==> config.mk <==
export PLATFORM = sky130hd
export DESIGN_NAME = rf_hazard_scoreboard_flat
export DESIGN_NICKNAME = d
export VERILOG_FILES = /design/src/rtl/rf_hazard_scoreboard_if.sv /design/src/rtl/rf_hazard_scoreboard.sv /design/src/flat_wrapper.sv
export SDC_FILE = /design/constraint.sdc
export NUM_CORES = 1
export LEC_CHECK = 0
export BUFFER_PORTS_ARGS = -buffer_cell sky130_fd_sc_hd__buf_2
export CAP_MARGIN = 20
export CELL_PAD_IN_SITES_DETAIL_PLACEMENT = 1
export CELL_PAD_IN_SITES_GLOBAL_PLACEMENT = 2
export CORE_UTILIZATION = 32
export DETAILED_ROUTE_END_ITERATION = 10
export HOLD_SLACK_MARGIN = 0.08
export PLACE_DENSITY_LB_ADDON = 0.08
export SLEW_MARGIN = 30
export SYNTH_ARGS = -nofsm -noshare
export SYNTH_HDL_FRONTEND = slang
export SYNTH_SLANG_ARGS = --single-unit
==> constraint.sdc <==
create_clock -name clk -period 7.7 [get_ports clk]
set_clock_uncertainty 0.2 [all_clocks]
set_input_delay 1.925 -clock clk [delete_from_list [all_inputs] [get_ports clk]]
set_output_delay 1.925 -clock clk [all_outputs]
set_load 0.01 [all_outputs]
==> src/rtl/rf_hazard_scoreboard_if.sv <==
// Decode-to-scoreboard bundle: decode instruction fields in, issue/stall/bypass controls out.
interface rf_hazard_scoreboard_if #(
    parameter int unsigned CNT_W = 32
);
    logic             id_valid;
    logic [4:0]       id_rs1;
    logic [4:0]       id_rs2;
    logic             id_rs1_used;
    logic             id_rs2_used;
    logic [4:0]       id_rd;
    logic             id_rf_we;
    logic [1:0]       id_rf_wsel;
    logic             flush;
    logic             stall;
    logic             issue;
    logic [1:0]       fwd_sel1;
    logic [1:0]       fwd_sel2;
    logic [31:0]      rf_busy;
    logic [CNT_W-1:0] stall_cnt;

    modport master (
        output id_valid, id_rs1, id_rs2, id_rs1_used, id_rs2_used, id_rd, id_rf_we,
               id_rf_wsel, flush,
        input  stall, issue, fwd_sel1, fwd_sel2, rf_busy, stall_cnt
    );

    modport slave (
        input  id_valid, id_rs1, id_rs2, id_rs1_used, id_rs2_used, id_rd, id_rf_we,
               id_rf_wsel, flush,
        output stall, issue, fwd_sel1, fwd_sel2, rf_busy, stall_cnt
    );
endinterface

==> src/rtl/rf_hazard_scoreboard.sv <==
// Decode-stage hazard scoreboard: tracks in-flight destinations over DEPTH slots (EX..WB).
// Define RF_FORWARD_EN to enable operand bypass selects and stall only on load-use.
module rf_hazard_scoreboard #(
    parameter int unsigned DEPTH = 3,
    parameter int unsigned CNT_W = 32
) (
    input logic                  clk,
    input logic                  rst,
    rf_hazard_scoreboard_if.slave bus
);
    logic             v_q  [DEPTH];
    logic [4:0]       rd_q [DEPTH];
    logic             we_q [DEPTH];
    logic [CNT_W-1:0] cnt_q;

    logic [DEPTH-1:0] writing;
    logic [DEPTH-1:0] hit1;
    logic [DEPTH-1:0] hit2;
    logic             chk1;
    logic             chk2;
    logic             stall1;
    logic             stall2;
    logic             stall;
    logic             issue;
    logic [31:0]      busy;

    assign chk1 = bus.id_rs1_used & (bus.id_rs1 != 5'd0);
    assign chk2 = bus.id_rs2_used & (bus.id_rs2 != 5'd0);

    always_comb begin
        writing = '0;
        hit1    = '0;
        hit2    = '0;
        busy    = '0;
        for (int k = 0; k < int'(DEPTH); k++) begin
            writing[k] = v_q[k] & we_q[k] & (rd_q[k] != 5'd0);
            hit1[k]    = chk1 & writing[k] & (rd_q[k] == bus.id_rs1);
            hit2[k]    = chk2 & writing[k] & (rd_q[k] == bus.id_rs2);
            if (writing[k]) busy[rd_q[k]] = 1'b1;
        end
        busy[0] = 1'b0;
    end

`ifdef RF_FORWARD_EN
    logic ld_q [DEPTH];
    logic [2:0] idx1;
    logic [2:0] idx2;

    function automatic logic [1:0] sel_of(input logic hit, input logic [2:0] idx);
        if (!hit)           return 2'd0;
        else if (idx >= 3'd2) return 2'd3;
        else                return idx[1:0] + 2'd1;
    endfunction

    // Scan oldest to youngest so the lowest matching slot wins.
    always_comb begin
        idx1 = '0;
        idx2 = '0;
        for (int k = int'(DEPTH) - 1; k >= 0; k--) begin
            if (hit1[k]) idx1 = 3'(k);
            if (hit2[k]) idx2 = 3'(k);
        end
    end

    assign stall1       = (|hit1) & (idx1 == 3'd0) & ld_q[0];
    assign stall2       = (|hit2) & (idx2 == 3'd0) & ld_q[0];
    assign bus.fwd_sel1 = sel_of(|hit1, idx1);
    assign bus.fwd_sel2 = sel_of(|hit2, idx2);

    always_ff @(posedge clk) begin
        if (!rst) begin
            for (int k = 0; k < int'(DEPTH); k++) ld_q[k] <= 1'b0;
        end else begin
            ld_q[0] <= (bus.id_rf_wsel == 2'd1);
            for (int k = 1; k < int'(DEPTH); k++) ld_q[k] <= ld_q[k-1];
        end
    end
`else
    assign stall1       = |hit1;
    assign stall2       = |hit2;
    assign bus.fwd_sel1 = 2'd0;
    assign bus.fwd_sel2 = 2'd0;
`endif

    // A redirect kills the decode instruction, so it never waits on a hazard.
    assign stall = bus.id_valid & ~bus.flush & (stall1 | stall2);
    assign issue = bus.id_valid & ~stall & ~bus.flush;

    always_ff @(posedge clk) begin
        if (!rst) begin
            for (int k = 0; k < int'(DEPTH); k++) begin
                v_q[k]  <= 1'b0;
                rd_q[k] <= 5'd0;
                we_q[k] <= 1'b0;
            end
            cnt_q <= '0;
        end else begin
            v_q[0]  <= issue;
            rd_q[0] <= bus.id_rd;
            we_q[0] <= bus.id_rf_we;
            for (int k = 1; k < int'(DEPTH); k++) begin
                v_q[k]  <= v_q[k-1];
                rd_q[k] <= rd_q[k-1];
                we_q[k] <= we_q[k-1];
            end
            if (stall && !(&cnt_q)) cnt_q <= cnt_q + CNT_W'(1);
        end
    end

    assign bus.stall     = stall;
    assign bus.issue     = issue;
    assign bus.rf_busy   = busy;
    assign bus.stall_cnt = cnt_q;
endmodule

==> src/flat_wrapper.sv <==
// flat-port wrapper written by rule: the top's interface ports become plain ports
module rf_hazard_scoreboard_flat 
#(
    parameter int unsigned DEPTH = 3,
    parameter int unsigned CNT_W = 32
)
  (clk, rst, bus_id_valid, bus_id_rs1, bus_id_rs2, bus_id_rs1_used, bus_id_rs2_used, bus_id_rd, bus_id_rf_we, bus_id_rf_wsel, bus_flush, bus_stall, bus_issue, bus_fwd_sel1, bus_fwd_sel2, bus_rf_busy, bus_stall_cnt);
  rf_hazard_scoreboard_if #(.CNT_W(CNT_W)) bus_i ();
  input logic clk;
  input logic rst;
  input wire logic [$bits(bus_i.id_valid)-1:0] bus_id_valid;
  input wire logic [$bits(bus_i.id_rs1)-1:0] bus_id_rs1;
  input wire logic [$bits(bus_i.id_rs2)-1:0] bus_id_rs2;
  input wire logic [$bits(bus_i.id_rs1_used)-1:0] bus_id_rs1_used;
  input wire logic [$bits(bus_i.id_rs2_used)-1:0] bus_id_rs2_used;
  input wire logic [$bits(bus_i.id_rd)-1:0] bus_id_rd;
  input wire logic [$bits(bus_i.id_rf_we)-1:0] bus_id_rf_we;
  input wire logic [$bits(bus_i.id_rf_wsel)-1:0] bus_id_rf_wsel;
  input wire logic [$bits(bus_i.flush)-1:0] bus_flush;
  output wire logic [$bits(bus_i.stall)-1:0] bus_stall;
  output wire logic [$bits(bus_i.issue)-1:0] bus_issue;
  output wire logic [$bits(bus_i.fwd_sel1)-1:0] bus_fwd_sel1;
  output wire logic [$bits(bus_i.fwd_sel2)-1:0] bus_fwd_sel2;
  output wire logic [$bits(bus_i.rf_busy)-1:0] bus_rf_busy;
  output wire logic [$bits(bus_i.stall_cnt)-1:0] bus_stall_cnt;
  assign bus_i.id_valid = bus_id_valid;
  assign bus_i.id_rs1 = bus_id_rs1;
  assign bus_i.id_rs2 = bus_id_rs2;
  assign bus_i.id_rs1_used = bus_id_rs1_used;
  assign bus_i.id_rs2_used = bus_id_rs2_used;
  assign bus_i.id_rd = bus_id_rd;
  assign bus_i.id_rf_we = bus_id_rf_we;
  assign bus_i.id_rf_wsel = bus_id_rf_wsel;
  assign bus_i.flush = bus_flush;
  assign bus_stall = bus_i.stall;
  assign bus_issue = bus_i.issue;
  assign bus_fwd_sel1 = bus_i.fwd_sel1;
  assign bus_fwd_sel2 = bus_i.fwd_sel2;
  assign bus_rf_busy = bus_i.rf_busy;
  assign bus_stall_cnt = bus_i.stall_cnt;
  rf_hazard_scoreboard #(.DEPTH(DEPTH), .CNT_W(CNT_W)) u_core (.clk(clk), .rst(rst), .bus(bus_i));
endmodule
# ---- Word level (Yosys, flattened, before mapping)
# Memories as Yosys holds them, arrays and structs flattened.
# Index checks and enable logic that the tools add are counted.
dict set report op_classes {
  n_mul 0
  shifts 0
  bitwise 38
  add_sub_neg 1
  div 0
  reduce_logical 13
  n_mux 20
  order_cmp 6
  eq_ne 6
}
# op n
set ops {}
lappend ops {{32-bit 2-to-1 mux} 3}
lappend ops {{32-bit OR} 2}
lappend ops {{32-bit by 1-bit adder with 32-bit output (second input constant)} 1}
lappend ops {{32-bit AND reduction} 1}
lappend ops {{5-bit == test} 6}
lappend ops {{5-bit nonzero test} 5}
lappend ops {{1-bit bitwise AND} 24}
lappend ops {{5-bit by 6-bit less-than comparator with 1-bit output (second input constant)} 3}
lappend ops {{1-bit demux with 5-bit select} 3}
lappend ops {{5-bit by 1-bit greater-or-equal comparator with 1-bit output (second input constant)} 3}
lappend ops {{5-bit 2-to-1 mux} 3}
lappend ops {{1-bit 2-to-1 mux} 11}
lappend ops {{1-bit OR} 10}
lappend ops {{3-bit OR reduction} 2}
lappend ops {{1-bit logical AND} 4}
lappend ops {{1-bit NOT} 2}
lappend ops {{1-bit zero test} 1}
dict set report totals {
  latchBits 0
  memories 3
  in_bits 24
  ramBits 21
  out_inout_bits 70
  ff_bits 32
  romBits 0
}
# name depth word_bits read_ports rd_clocked_by_memory_dff write_ports line_no
set memory_table {}
lappend memory_table {u_core.rd_q 3 5 3 0 3 rf_hazard_scoreboard.sv:12} ;# logic [4:0] rd_q [DEPTH];
lappend memory_table {u_core.v_q 3 1 3 0 3 rf_hazard_scoreboard.sv:11} ;# logic v_q [DEPTH];
lappend memory_table {u_core.we_q 3 1 3 0 3 rf_hazard_scoreboard.sv:13} ;# logic we_q [DEPTH];

# ---- Depth between registers and ports, before layout
# Gate-level depths: netlist of the first run.
# An unclocked memory read counts as a cell.
dict set report logic_depth {
  ltp_word 12
  mapped_depth 10
  mapped_depth_nobuf 8
}

# ---- Worst setup path before layout of the first run
# OpenSTA, ideal clock, no wires.
dict set report synth_path {
  kind {input port to output port}
  startpoint {input port bus_id_rs1[1]}
  endpoint {output port bus_issue}
  required_ns 5.575
  slack_ns 2.182
  arrival_ns 3.393
  stages 6
  cell_sequence {or4_1 -> o21ai_2 -> nor4_1 -> nor4_2 -> nand2_1 -> nor2_1}
}
dict set report synth_between {
  elab_chain_len 10
  word_cells_on_any_way 17
  cone_classes {eq/ne: 3; bitwise: 12; reduce/logical: 2}
}
# item line_no
set synth_lines {}
lappend synth_lines {{start, declared} flat_wrapper.sv:12} ;# input wire logic [$bits(bus_i.id_rs1)-1:0] bus_id_rs1;
lappend synth_lines {{5-bit nonzero test} rf_hazard_scoreboard.sv:27} ;# assign chk1 = bus.id_rs1_used & (bus.id_rs1 != 5'd0);
lappend synth_lines {{1-bit bitwise AND} rf_hazard_scoreboard.sv:27}
lappend synth_lines {{1-bit bitwise AND (2 in series)} rf_hazard_scoreboard.sv:37} ;# hit1[k] = chk1 & writing[k] & (rd_q[k] == bus.id_rs1);
lappend synth_lines {{3-bit OR reduction (*)} rf_hazard_scoreboard.sv:79} ;# assign stall1 = |hit1;
lappend synth_lines {{1-bit OR (*)} rf_hazard_scoreboard.sv:86} ;# assign stall = bus.id_valid & ~bus.flush & (stall1 | stall2);
lappend synth_lines {{1-bit bitwise AND (*)} rf_hazard_scoreboard.sv:86}
lappend synth_lines {{1-bit NOT (*)} rf_hazard_scoreboard.sv:87} ;# assign issue = bus.id_valid & ~stall & ~bus.flush;
lappend synth_lines {{1-bit bitwise AND (*) (2 in series)} rf_hazard_scoreboard.sv:87}
lappend synth_lines {{end, declared} flat_wrapper.sv:21} ;# output wire logic [$bits(bus_i.issue)-1:0] bus_issue;
# Every way passes the cells marked *; elsewhere a longest branch is shown, timed or not.

# ---- Worst setup path in the final report of the first run
dict set report layout_path {
  startpoint {input port bus_id_rs2[1]}
  endpoint {output port bus_stall}
}
dict set report layout_between {
  elab_chain_len 7
  word_cells_on_any_way 14
  cone_classes {eq/ne: 3; bitwise: 9; reduce/logical: 2}
}
# item line_no
set layout_lines {}
lappend layout_lines {{start, declared} flat_wrapper.sv:13} ;# input wire logic [$bits(bus_i.id_rs2)-1:0] bus_id_rs2;
lappend layout_lines {{5-bit nonzero test} rf_hazard_scoreboard.sv:28} ;# assign chk2 = bus.id_rs2_used & (bus.id_rs2 != 5'd0);
lappend layout_lines {{1-bit bitwise AND} rf_hazard_scoreboard.sv:28}
lappend layout_lines {{1-bit bitwise AND (2 in series)} rf_hazard_scoreboard.sv:38} ;# hit2[k] = chk2 & writing[k] & (rd_q[k] == bus.id_rs2);
lappend layout_lines {{3-bit OR reduction (*)} rf_hazard_scoreboard.sv:80} ;# assign stall2 = |hit2;
lappend layout_lines {{1-bit OR (*)} rf_hazard_scoreboard.sv:86}
lappend layout_lines {{1-bit bitwise AND (*)} rf_hazard_scoreboard.sv:86}
lappend layout_lines {{end, declared} flat_wrapper.sv:20} ;# output wire logic [$bits(bus_i.stall)-1:0] bus_stall;
# Marks and branches as above.

==> impl_metrics.py, run 1 <==
metrics = {
    "pwr": {
        "p_leak_uw": 0.00166,
        "finalPower_uw": 511,
        "power_density_nw_per_um2": 124,
        "ir_worst_vdd_mv": 0.0693,
    },
    "sta": {
        "fin_crit_ns": 6.35,
        "tns_ns": 0,
        "clock.fmax_mhz": 158,
        "setup_viol": 0,
        "tightest_slew_ns": 0.912,
        "period_share_pct": 82.4,
        "hold_viol": 0,
        "maxSlewViolCount": 0,
        "relSlewSlack_pct": 39.1,
        "whs_ns": 0.306,
        "rsz0062_at_grt": "false",
    },
    "hold_path": {
        "min_path_cells": 2,
        "hp-class": "flip-flop to flip-flop",
    },
    "routing": {
        "drt_iter0_drc": 138,
        "met1_length_um": 5300,
        "wire_per_inst_um": 17.4,
        "vias_per_cell": 5.61,
        "dr.pass1.iters": 5,
        "wl_met3_um": 351,
        "drc": 0,
        "wl_met2_um": 5910,
        "num_vias": 3763,
        "routed_wl_um": 11700,
        "top_layer": "met4",
        "antenna_left": 0,
    },
    "placed_design": {
        "portBuffers": 86,
        "placed_area_um2": 4020,
        "routabilityCongestion": 0.848,
        "dp.cells": 663,
        "hpwl_um": 8710,
    },
    "yosys": {
        "synthTopCellsByArea": "dfxtp_1 (29%), nand2_1 (7.5%), xnor2_1 (6.3%)",
        "yosysTopAreaCellShare_pct": 29.4,
        "netlist_area_um2": 3610,
        "synth_edf_count": 0,
        "synth_seq_cells": 53,
        "yosysWarnings": 0,
        "synthCells": 469,
        "avgSynthCellArea_um2": 7.69,
        "async_flop_share_pct": 0,
        "ys_seq_area_share_pct": 29.4,
        "ys.flop_type": "dfxtp_1",
        "synth.distinct_cells": 54,
        "synth_top_cell_by_area": "dfxtp_1",
    },
    "job": {
        "cap_viol_max_count": 0,
    },
    "clocking": {
        "cts_root_buf": "clkbuf_8",
        "htree_num_levels": 2,
        "cts_tree": "done",
        "clk_pin_slew_worst_paths_ns": 0.10,
        "cts_sinks": 53,
        "numCtsBuffers": 5,
        "clkLatencyLatePin_ns": 0.31,
        "postCtsHoldBufs": 0,
        "cts_resized": 0,
        "clockBufferDepth": 2,
        "post_cts_buffers": 0,
    },
    "final_layout": {
        "area_growth_pct": 14.1,
        "regArea_um2": 1060,
        "n_antenna_cell": 0,
        "nets": 555,
        "stdcell_count": 671,
        "final_common_cell": "buf_2",
        "drive_above_1_share_pct": 20.0,
        "most-common-layout-cells": "buf_2 (86), nand2_1 (72), dfxtp_1 (53), xnor2_1 (26), nand3_1 (24)",
        "nFillCells": 1380,
        "final_cell_area_um2": 4120,
        "multiInputGateArea_um2": 2320,
    },
    "worst_setup_path": {
        "crit_arrival_ns": 4.22,
        "worstSetupEndpointType": "primary output",
        "worstSetupPathType": "primary input to primary output",
        "worstPathRequired_ns": 5.58,
        "slowest_delay_ns": 0.53,
        "crit_fanout": 35,
        "crit_path_cell_trace": "buf_2 -> or4_1 -> o21ai_1 -> nor4_1 -> nor4_2 -> a21o_4 -> inv_2 -> buf_2",
        "worst_r2r_path_depth": 8,
        "crit_slowest_cell": "or4_1",
        "crit_path_frequent_cell": "buf_2",
        "cp-start-kind": "primary input",
    },
    "floorplanning": {
        "die_h_um": 108,
        "io_pins": 94,
        "dieArea_um2": 11700,
        "start_util_pct": 33.1,
        "core-area_um2": 10900,
        "floorplan.rows": 38,
        "fp.dieW_um": 108,
    },
    "global_routing": {
        "overflow": 0,
        "grt_use_total_pct": 20.4,
        "grt_pass1_vias": 3627,
        "antenna_found_initial": 0,
        "grt_max_degree": 39,
        "grt_pass1_wl_um": 18900,
    },
    "status": {
        "status": "finished, final reports clean",
    },
}
metrics by stage:
step	utilization (%)	setup slack, ns
after floorplan	-	2.18
after global placement	36.9	1.43
after detailed placement	36.9	1.35
after CTS	37.8	1.35
after global routing	37.8	1.20
final	37.8	1.35
synth_stat cells (2+ instances only):
library cell,number
nand2_1,72
dfxtp_1,53
xnor2_1,26
nand3_1,24
a21oi_1,22
and2_1,22
nor2_1,17
or4_1,16
o31ai_1,15
a22oi_1,14
and3_1,14
nand2b_1,13
clkbuf_1,12
nor2b_1,12
o221ai_1,12
buf_2,11
or3_1,10
buf_4,9
nand4_1,9
nor3_1,9
nor4_1,9
mux2i_1,7
o21ai_0,7
inv_1,6
and4_1,4
xor2_1,4
nor4b_1,3
a21o_1,2
a221o_1,2
a222oi_1,2
clkbuf_2,2
nand3b_1,2
nor3b_1,2
o21ai_1,2
o21ai_2,2
or2_2,2
or3b_2,2
worst max-delay path: cells and delay by family:
family / cells / cell delay (ns)
and+or+nand+nor: 3 / 1.15
AOI/OAI and AO/OA: 2 / 0.68
buffers and inverters: 3 / 0.47
routing by layer:
metal / GRT usage [%] / vias to the layer above
met1: 25.2 / 1861
li1: - / 1819
met4: 5.38 / 0
met2: 37.2 / 75
met5: 0 / -
met3: 2.35 / 8
cells by family (layout without fill, tap and decap cells):
| logic type | after synthesis | after routing | synth area share (%) |
|---|---|---|---|
| AOI/OAI and AO/OA | 90 | 90 | 17.9 |
| other | 1 | 5 | 0.104 |
| buffers and inverters | 44 | 102 | 6.73 |
| DFF | 53 | 53 | 29.4 |
| xor gates and xnor gates | 30 | 30 | 7.28 |
| muxes | 7 | 7 | 1.94 |
| adders and majority gates | 1 | 1 | 0.347 |
| and+or+nand+nor | 243 | 243 | 36.3 |
sequential cells by signal, summed over array words and instances (netlist names):
| signal | count |
|---|---|
| u_core.we_q | 3 |
| u_core.v_q | 3 |
| u_core.rd_q | 15 |
| u_core.bus.stall_cnt | 32 |
area by class of cell:
cell class	instances	area share [%]
Clock buffer	5	1.67
Clock inverter	3	0.699
Inverter	7	0.638
Multi-Input combinational cell	376	56.3
Sequential cell	53	25.8
Tap cell	140	4.26
Timing Repair Buffer	87	10.6
where the power goes:
| part | switching [µW] | internal [µW] | total, µW |
|---|---|---|---|
| registers | 11.3 | 278 | 290 |
| clock network | 106 | 68.4 | 174 |
| logic | 27.6 | 20.0 | 47.6 |
path summary, 6_finish.rpt:
path	slack [ns]	start	endpoint
hold / removal	0.31	u_core.bus.stall_cnt[9]	u_core.bus.stall_cnt[9]
hold reg to reg	0.31	u_core.bus.stall_cnt[9]	u_core.bus.stall_cnt[9]
setup reg to reg	4.64	u_core.rd_q[0][5]	u_core.bus.stall_cnt[28]
setup / recovery	1.35	bus_id_rs2[1]	bus_stall
Note: power is estimated with default switching activity, not from simulation.
==> inputs of run 2 (changes only) <==
- CORE_UTILIZATION: 32 -> 30
- clock period: 7.7 -> 6.44 ns (I/O delays scaled with it)
==> run 2 against run 1 <==
  * The flow now finishes with violations (design-rule violations)
  * Routed wire length increased by 1.6%
  * Critical path depth did not move
  * Flip-flop and latch count stayed put
  * Utilization decreased by 1.5 points
  * Sequential power increased by 19%
  * Highest routed layer unchanged
  * Largest cell class unchanged
  * Final area grew 1.9%
  * Clock power increased by 62%
  * Count of clock-buffer cells in the layout unchanged
  * Sequential share of layout area down 0.48 points
  * Total power rose by 34%
  * Hold slack worse by 0.014 ns
==> impl_metrics.py, run 2 (synthesis gave the netlist of run 1 again) <==
metrics = {
    "status": {
        "status": "finished, violations left",
        "violations": "design-rule violations",
    },
    "clocking": {
        "cts_sinks": 53,
        "clk_pin_slew_worst_paths_ns": 0.08,
        "post_cts_buffers": 0,
        "cts_tree": "done",
        "postCtsHoldBufs": 0,
        "cts_root_buf": "clkbuf_16",
        "htree_num_levels": 2,
        "clockBufferDepth": 2,
        "cts_resized": 0,
        "clkLatencyLatePin_ns": 0.30,
        "numCtsBuffers": 5,
    },
    "worst_setup_path": {
        "reg2reg_from": "u_core.rd_q[0][4]",
        "crit_arrival_ns": 3.59,
        "r2r-end": "u_core.bus.stall_cnt[26]",
        "crit_path_frequent_cell": "buf_2",
        "worst_r2r_path_depth": 8,
        "rrSetupSlack_ns": 3.28,
        "worstSetupPathType": "primary input to primary output",
        "crit_slowest_cell": "or4_1",
        "crit_path_cell_trace": "buf_2 -> or4_1 -> o21ai_1 -> nor4_1 -> nor4_2 -> nand2_1 -> nor2_1 -> buf_2",
        "slowest_delay_ns": 0.53,
        "worstPathRequired_ns": 4.63,
        "crit_fanout": 4,
        "worstSetupEndpointType": "primary output",
        "cp-start-kind": "primary input",
    },
    "placed_design": {
        "portBuffers": 86,
        "placed_area_um2": 4030,
        "routabilityCongestion": 0.883,
        "hpwl_um": 8960,
        "dp.cells": 667,
    },
    "final_layout": {
        "largest_reg_flops": 32,
        "final_cell_area_um2": 4200,
        "n_antenna_cell": 0,
        "stdcell_count": 675,
        "nets": 556,
        "nFillCells": 1441,
        "most-common-layout-cells": "buf_2 (86), nand2_1 (72), dfxtp_1 (53), xnor2_1 (26), nand3_1 (24)",
        "drive_above_1_share_pct": 20.3,
        "final_common_cell": "buf_2",
        "area_growth_pct": 16.3,
    },
    "global_routing": {
        "antenna_found_initial": 0,
        "grt_pass1_wl_um": 19800,
        "grt_use_total_pct": 19.5,
        "grt_max_degree": 39,
        "grt_pass1_vias": 3813,
        "overflow": 0,
    },
    "hold_path": {
        "worstHoldStart": "u_core.bus.stall_cnt[18]",
        "hp-class": "flip-flop to flip-flop",
        "min_to": "u_core.bus.stall_cnt[18]",
        "min_path_cells": 2,
    },
    "routing": {
        "drc": 4,
        "vias_per_cell": 5.46,
        "dr.pass1.iters": 10,
        "wl_met3_um": 399,
        "num_vias": 3683,
        "drt_iter0_drc": 158,
        "top_layer": "met4",
        "wire_per_inst_um": 17.6,
        "met1_length_um": 5410,
        "wl_met2_um": 5940,
        "routed_wl_um": 11900,
        "antenna_left": 0,
    },
    "sta": {
        "maxSlewViolCount": 0,
        "relSlewSlack_pct": 41.5,
        "whs_ns": 0.292,
        "hold_viol": 0,
        "period_share_pct": 83.8,
        "rsz0062_at_grt": "false",
        "fin_crit_ns": 5.40,
        "tns_ns": 0,
        "setup_viol": 0,
        "clock.fmax_mhz": 185,
        "tightest_slew_ns": 0.876,
    },
    "pwr": {
        "combPwrFrac_pct": 8.3,
        "ir_worst_vdd_mv": 0.124,
        "power_density_nw_per_um2": 163,
        "pwr-share-clk_pct": 41.2,
        "seqPwrFrac_pct": 50.5,
        "finalPower_uw": 685,
        "p_sw_share_pct": 26.2,
        "intPower_uw": 505,
        "p_leak_uw": 0.00169,
        "switchingPower_uw": 180,
    },
    "floorplanning": {
        "core-area_um2": 11600,
        "io_pins": 94,
        "floorplan.rows": 39,
        "die_h_um": 112,
        "start_util_pct": 31.2,
        "fp.dieW_um": 112,
        "dieArea_um2": 12500,
    },
    "job": {
        "cap_viol_max_count": 0,
    },
}
## run 2: cell types whose count changed in the layout (fill, tap and decap cells not counted), sizes merged
| cell | before | now |
|---|---|---|
| buf | 87 | 88 |
| inv | 9 | 7 |
| clkinv | 1 | 3 |
## run 2: worst max path at each step
stage	start	end	cells after the start
after floorplan	bus_id_rs1[1]	bus_issue	6
after global placement	bus_id_rs1[1]	bus_issue	8
after detailed placement	bus_id_rs2[1]	bus_issue	8
after CTS	bus_id_rs2[1]	bus_issue	8
after global routing	bus_id_rs2[1]	bus_issue	8
final	bus_id_rs2[1]	bus_issue	8
## run 2: area by class of cell
type	count	area, µm²	area share (%)
multi-input combinational	376	2320	55.4
inverter	7	26.3	0.626
clock inverter	3	33.8	0.805
sequential	53	1060	25.3
clock buffer	5	125	2.98
timing repair buffer	88	445	10.6
tap	143	179	4.26
## run 2: stage by stage
step | worst slack, ns | utilization [%]
4_1_cts | 1.04 | 36.2
6_report | 1.04 | 36.3
3_5_place_dp | 1.04 | 34.8
2_1_floorplan | 1.55 | -
3_3_place_gp | 1.10 | 34.8
5_1_grt | 0.881 | 36.3
## run 2: per-layer routing
| metal | up-vias | track usage [%] |
|---|---|---|
| met1 | 1790 | 24.8 |
| met3 | 8 | 2.40 |
| met2 | 64 | 35.2 |
| li1 | 1821 | - |
| met5 | - | 0 |
| met4 | 0 | 3.87 |
## run 2: critical path, delay by kind of cell
kind | cells | cell delay (ns)
AND/OR/NAND/NOR | 5 | 1.46
AO/OA/AOI/OAI | 1 | 0.24
buffers and inverters | 2 | 0.28
## run 2: power groups by stage
| stage | logic (µW) | registers [µW] | clock network [µW] |
|---|---|---|---|
| 4_1_cts | 57.3 | 346 | 292 |
| 3_3_place_gp | 56.0 | 354 | 0 |
| 3_5_place_dp | 56.9 | 354 | 0 |
| 5_1_grt | 63.6 | 347 | 304 |
| 2_1_floorplan | 49.1 | 342 | 0 |
| 6_report | 56.6 | 346 | 282 |
